--- src/rtl/cdc_stable_capture.sv ---
// cdc_stable_capture
//
// Qualifies a multi-bit bus arriving from a per-bit async_ff synchronizer.
// The bits of such a bus can resolve on different cycles, so a new value is
// only accepted once it has held constant for NSTB consecutive CP cycles.
// The accepted value is then offered downstream on a valid/ready handshake.
//
// Parameters:
//   DW   - bus width
//   NSTB - consecutive equal samples required before capture (1..255)
//   CW   - glitch counter width (only with the optional feature)
//
// Ports:
//   CP         in   clock, rising edge
//   CLR        in   asynchronous active-high reset
//   D          in   bus from the synchronizer output
//   Q          out  qualified data
//   VLD        out  Q holds a new qualified value
//   RDY        in   downstream accepts Q
//   BUSY       out  a change is settling or waiting to be accepted
//   GLITCH_CNT out  saturating count of aborted settle attempts
//
// Optional feature: define CDC_STABLE_CAPTURE_GLITCH_CNT_EN to add the
// GLITCH_CNT port and its counter. Without it the port does not exist.

module cdc_stable_capture #(
    parameter int DW   = 8,
    parameter int NSTB = 3
`ifdef CDC_STABLE_CAPTURE_GLITCH_CNT_EN
    ,
    parameter int CW   = 8
`endif
) (
    input  logic          CP,
    input  logic          CLR,
    input  logic [DW-1:0] D,
    output logic [DW-1:0] Q,
    output logic          VLD,
    input  logic          RDY,
    output logic          BUSY
`ifdef CDC_STABLE_CAPTURE_GLITCH_CNT_EN
    ,
    output logic [CW-1:0] GLITCH_CNT
`endif
);

    typedef enum logic [1:0] {
        IDLE   = 2'd0,
        SETTLE = 2'd1,
        HOLD   = 2'd2
    } state_t;

    // Counter value at which the next matching sample completes the window.
    localparam logic [7:0] CNT_LAST = 8'(NSTB - 1);

    state_t        state;
    state_t        state_nxt;
    logic [DW-1:0] d_r;
    logic [DW-1:0] ref_val;
    logic [DW-1:0] cand;
    logic [DW-1:0] q_r;
    logic [7:0]    cnt;

    logic          do_capture;
    logic          do_start;
    logic          do_incr;
    logic          do_clear;

    // State register.
    always_ff @(posedge CP or posedge CLR) begin
        if (CLR) begin
            state <= IDLE;
        end else begin
            state <= state_nxt;
        end
    end

    // Next-state logic and datapath strobes. SETTLE checks are ordered so
    // that completing the window wins over simply counting, and returning to
    // the old value wins over restarting on a third value.
    always_comb begin
        state_nxt  = state;
        do_capture = 1'b0;
        do_start   = 1'b0;
        do_incr    = 1'b0;
        do_clear   = 1'b0;
        case (state)
            IDLE: begin
                if (d_r != ref_val) begin
                    if (NSTB == 1) begin
                        do_capture = 1'b1;
                        state_nxt  = HOLD;
                    end else begin
                        do_start  = 1'b1;
                        state_nxt = SETTLE;
                    end
                end
            end
            SETTLE: begin
                if ((d_r == cand) && (cnt == CNT_LAST)) begin
                    do_capture = 1'b1;
                    state_nxt  = HOLD;
                end else if (d_r == cand) begin
                    do_incr = 1'b1;
                end else if (d_r == ref_val) begin
                    do_clear  = 1'b1;
                    state_nxt = IDLE;
                end else begin
                    do_start = 1'b1;
                end
            end
            HOLD: begin
                if (RDY) begin
                    state_nxt = IDLE;
                end
            end
            default: begin
                state_nxt = IDLE;
            end
        endcase
    end

    // Datapath registers. On a capture from SETTLE the candidate equals the
    // current sample, so both capture paths load from d_r.
    always_ff @(posedge CP or posedge CLR) begin
        if (CLR) begin
            d_r     <= '0;
            ref_val <= '0;
            cand    <= '0;
            q_r     <= '0;
            cnt     <= 8'd0;
        end else begin
            d_r <= D;
            if (do_capture) begin
                q_r     <= d_r;
                ref_val <= d_r;
            end
            if (do_start) begin
                cand <= d_r;
                cnt  <= 8'd1;
            end else if (do_incr) begin
                cnt <= cnt + 8'd1;
            end else if (do_clear) begin
                cnt <= 8'd0;
            end
        end
    end

    // Output decode straight from registers; nothing depends on RDY here.
    always_comb begin
        Q    = q_r;
        VLD  = (state == HOLD);
        BUSY = (state != IDLE);
    end

`ifdef CDC_STABLE_CAPTURE_GLITCH_CNT_EN
    // Any SETTLE sample that differs from the candidate is an aborted
    // attempt: either a return to the old value or a jump to a third one.
    logic          glitch;
    logic [CW-1:0] glitch_cnt;

    assign glitch = (state == SETTLE) && (d_r != cand);

    // Saturating glitch counter, cleared only by CLR.
    always_ff @(posedge CP or posedge CLR) begin
        if (CLR) begin
            glitch_cnt <= '0;
        end else if (glitch && (glitch_cnt != {CW{1'b1}})) begin
            glitch_cnt <= glitch_cnt + 1'b1;
        end
    end

    assign GLITCH_CNT = glitch_cnt;
`endif

endmodule

--- config.mk ---
export PLATFORM = sky130hd
export DESIGN_NAME = cdc_stable_capture
export DESIGN_NICKNAME = d
export VERILOG_FILES = /design/src/rtl/cdc_stable_capture.sv
export SDC_FILE = /design/constraint.sdc
export NUM_CORES = 1
export LEC_CHECK = 0
export CORE_AREA = 2 2 61 63
export DETAILED_ROUTE_END_ITERATION = 10
export DIE_AREA = 0 0 63 65
export PLACE_DENSITY = 0.7
export SETUP_SLACK_MARGIN = 0.3
export SLEW_MARGIN = 40
export SYNTH_ARGS = -nofsm -noshare
export SYNTH_HDL_FRONTEND = slang
export SYNTH_SLANG_ARGS = --single-unit
--- constraint.sdc ---
create_clock -name CP -period 2.2 [get_ports CP]
set_input_delay 0.44 -clock CP [delete_from_list [all_inputs] [get_ports CP]]
set_output_delay 0.44 -clock CP [all_outputs]
set_load 0.05 [all_outputs]
# After elaboration in Yosys (flattened, before gate mapping)
# Cells that the tools add are included.
[totals] regBits=34 latchBits=0 mem_bits_rw=0 mem_bits_ro=0 mem_count=0
[op_classes] add_sub_neg=1 multipliers=0 div_mod_pow=0 n_lt_le_gt_ge=0 eq_ne=10 shifts=0 mux=23 n_bitwise=0 reduce_logical=5
[ops] operator="2-to-1 mux 8 bit" n=3
[ops] operator="equality test 8 bit" n=2
[ops] operator="2-to-1 mux 1 bit" n=13
[ops] operator="2-to-1 mux 2 bit" n=5
[ops] operator="adder 8 x 1 -> 8 bit, second input constant" n=1
[ops] operator="equality test 8 x 2 -> 1 bit, second input constant" n=1
[ops] operator="!= test 8 bit" n=1
[ops] operator="!= test 3 bit, second input constant" n=2
[ops] operator="one-hot mux 2 bit (3 select lines)" n=1
[ops] operator="AND reduction 4 bit" n=1
[ops] operator="nonzero test 3 bit" n=1
[ops] operator="equality test 2 x 1 -> 1 bit, second input constant" n=1
[ops] operator="equality test 2 bit, second input constant" n=1
[ops] operator="logical NOT 2 bit" n=1
[ops] operator="!= test 2 x 1 -> 1 bit, second input constant" n=1
[ops] operator="!= test 2 bit, second input constant" n=1
[ops] operator="one-hot mux 1 bit (2 select lines)" n=1
[ops] operator="nonzero test 2 bit" n=1
[ops] operator="logical AND 1 bit" n=1

# Depth between registers and ports, before layout
[logic_depth] depth_word=8 ltp_mapped=7

# Worst setup path after synthesis
# No wires, ideal clock.
[synth_timing] kind="register to register" from="reg cnt[0]" to="reg q_r[0] (netlist: Q[0])" arrival_time_ns=1.815 t_required_ns=2.075 setup_slack_ns=0.260 stages_incl_launch_ff=7 n_path_buf=0 path_cell_list="dfrtp_1 > inv_1 > ha_1 > nor4b_4 > nand2_2 > nor4_4 > mux2_2"
[synth_between] elab_chain_cells=4
[synth_rtl] item="from (decl)" line_no="62" source="logic [7:0] cnt;"
[synth_rtl] item="from (signal assigned)" line_no="142" source="cnt <= cnt + 8'd1;"
[synth_rtl] item="equality test 8 x 2 -> 1 bit" line_no="100" source="if ((d_r == cand) && (cnt == CNT_LAST)) begin"
[synth_rtl] item="logical AND 1 bit" line_no="100"
[synth_rtl] item="2-to-1 mux 1 bit" line_no="100"
[synth_rtl] item="2-to-1 mux 1 bit" line_no="87" source="case (state)"
[synth_rtl] item="to (signal assigned)" line_no="135" source="q_r <= d_r;"
[synth_rtl] item="to (decl)" line_no="61" source="logic [DW-1:0] q_r;"
# No other way between the ends.
# A chain may end at the register's enable or synchronous reset.

# Worst setup path after layout
[layout_timing] from="reg d_r[3]" to="reg q_r[4] (netlist: Q[4])"
[layout_between] elab_chain_cells=4
[layout_rtl] item="from (decl)" line_no="58" source="logic [DW-1:0] d_r;"
[layout_rtl] item="from (signal assigned)" line_no="127" source="d_r <= '0;"
[layout_rtl] item="from (signal assigned)" line_no="133" source="d_r <= D;"
[layout_rtl] item="equality test 8 bit" line_no="100"
[layout_rtl] item="logical AND 1 bit" line_no="100"
[layout_rtl] item="2-to-1 mux 1 bit" line_no="100"
[layout_rtl] item="2-to-1 mux 1 bit" line_no="87"
# No other way between the ends.

==> flow_summary.json <==
{
  "layout-area-overhead-vs-synth_pct": 28.0,
  "yosysWarnings": 0,
  "critPathKind": "reg -> reg",
  "synth-main-ff-cell": "dfrtp_1",
  "synth_top_area_share_pct": 52.2,
  "p_total_mw": 1.20,
  "synthMostInstantiatedCell": "dfrtp_1",
  "final.setup_skew_ns": 0.0109,
  "max-slew-margin-rel_pct": 66.8,
  "tritoncts": "built",
  "status": "complete, no violations",
  "clk_latency_ns": 0.33,
  "drc_errors": 0,
  "p_leak_nw": 0.933,
  "num-fill-cells": 296,
  "die-area_sq_um": 4100,
  "htreeDepth": 2,
  "dp_hpwl_um": 2280,
  "synth_fp_nets": 153,
  "vias": 1198,
  "async_reset_ff_share_pct": 100,
  "synth_area_leader_cell": "dfrtp_1",
  "clockBufferDepth": 2,
  "die_w_um": 63,
  "min_period_over_period_pct": 83.7,
  "synth_area_sq_um": 1630,
  "tightestPinTransition_ns": 0.501,
  "drv_cap": 0,
  "pre_cts_slack_ns": 0.136,
  "crit_start": "d_r[3]",
  "wl_per_cell_um": 14.5,
  "cts_hold_buf": 0,
  "synth.area.top_cells": "dfrtp_1 (52%), mux2_2 (12%), xnor2_1 (8.6%)",
  "start_util_pct": 46.6,
  "grt.overflow.total": 0,
  "first_global_vias": 1275,
  "r2r_start": "d_r[3]",
  "min_path_type": "in -> async",
  "setup_viol": 0,
  "avgSynthCellArea_sq_um": 11.6,
  "ff2ff_path_depth": 5,
  "finalSetupTns_ns": 0,
  "grt_pass1_wl_um": 5670,
  "netlist-cell-type-count": 30,
  "diodes": 0,
  "cts.sinks": 34,
  "clkTransAtPathRegs_ns": 0.11,
  "ant_nets": 0,
  "cp.required_ns": 2.42,
  "dp.cells": 211,
  "final_nets": 191,
  "drt_iter0_markers": 71,
  "cts-root-buf": "clkbuf_4",
  "grt_use_total_pct": 18.2,
  "cp_max_fo": 7,
  "seq_area_frac_synth_pct": 52.2,
  "synth_edf_count": 0,
  "setup_ws_ns": 0.359,
  "synth_common_cells": "dfrtp_1 (34), mux2_2 (17), xnor2_1 (16)",
  "cts_made_buffers": 5,
  "io_pins": 21,
  "grt_max_degree": 35,
  "vias_per_cell": 5.28,
  "drive_above_1_share_pct": 30.7,
  "routed_wl_um": 3300,
  "drtPass1Iterations": 4,
  "synth-seq-cells": 34,
  "final_cells": 227,
  "max-vdd-ir-drop_mv": 0.333,
  "core.rowCount": 22,
  "antenna_found_initial": 0,
  "critPathLaunchType": "register",
  "rsz0062_at_grt": "yes",
  "core-area_sq_um": 3500,
  "die_h_um": 65,
  "fmax_mhz": 543,
  "cp.arrival_ns": 2.07,
  "power_density_nw_per_um2": 573,
  "finalHoldViolCount": 0,
  "finalMaxSlewViolations": 0,
  "cp-end-kind": "register",
  "period_needed_ns": 1.84,
  "port-buffer-count": 20,
  "gp_congestion": 0.858,
  "syn_inst": 140
}
==> final timing paths <==
path                       endpoint  slack, ns
min in group CP              d_r[6]       0.53
max in group asynchronous    cnt[4]       1.38
max reg2reg                    Q[4]       0.36
min reg2reg                 cand[4]       0.55
max                            Q[4]       0.36
min                          d_r[5]       0.50
==> critical path: stages, from the launching register on <==
cell     delay [ns]
dfrtp_1        0.45
xnor2_2        0.21
nand4_2        0.21
nor4_4         0.35
buf_6          0.18
mux2_2         0.34
==> layout by cell type, fill, tap and decap left out, drive strengths merged <==
master         Yosys  routed
a21o               1       1
nor3               3       3
ha                 2       2
clkinvlp           0       1
mux2              17      17
nor4               1       1
a211o              1       1
or2                2       2
dlygate4sd2        0       8
clkdlybuf4s50      0      10
dfrtp             34      34
a21oi              2       2
nor2b              1       1
a32o               1       1
nand4              5       5
and2               2       2
o21ai              3       3
buf                2      14
xnor2             16      16
o22ai              3       3
bufinv             0       1
nor2               6       6
nand3              7       7
nor4b              1       1
a31oi              3       3
o31ai              3       3
clkbuf             0       7
nand2             12      12
inv                8       8
o2111ai            2       2
and3               2       2
==> cell type report <==
type	count	area, sq um	area share (%)
inverters	8	30.0	1.44
clock inverters	2	37.5	1.80
well taps	48	60.1	2.88
repair buffers	33	284	13.6
clock buffers	6	41.3	1.98
multi-input cells	96	782	37.5
flip-flops and latches	34	851	40.8
==> per-layer routing <==
metal	vias to the layer above	wire length, um	global-route usage (%)
met4	0	25	6.67
li1	575	-	-
met2	32	1720	29.9
met3	3	145	6.60
met5	-	0	0
met1	588	1410	22.1
==> power breakdown <==
| group | internal, mW | switching [mW] | leakage (nW) |
|---|---|---|---|
| clock | 0.240 | 0.208 | 0.0385 |
| combinational | 0.0505 | 0.0382 | 0.467 |
| sequential | 0.641 | 0.0191 | 0.428 |
==> logic make-up (layout without fill, tap and decap cells) <==
family | count (synthesis) | in the layout | synth area share (%)
AOI/OAI and AO/OA | 19 | 19 | 7.99
muxes | 17 | 17 | 11.8
xor gates and xnor gates | 16 | 16 | 8.60
DFF | 34 | 34 | 52.2
adders and majority gates | 2 | 2 | 1.54
buffers and inverters | 10 | 49 | 2.61
and+or+nand+nor | 42 | 42 | 15.3
==> sequential cells by signal (all words and copies together) (netlist names) <==
signal and flops:
Q 8, cand 8, cnt 8, d_r 8, state 2
==> timing repair <==
item                       in CTS  in global routing
pin swaps                       1                  5
setup buffers                   5                  3
setup endpoints to repair      23                 19
gates resized for setup        16                  6
==> metrics by stage <==
step	hold WS, ns	instance area, sq um	util (%)
floorplan	0.471	1630	-
global placement	0.509	1910	54.7
detailed placement	0.515	1910	54.7
CTS	0.519	2040	58.3
global route	0.503	2090	59.7
finish	0.503	2090	59.7
Note: power is estimated with default switching activity, not from simulation.
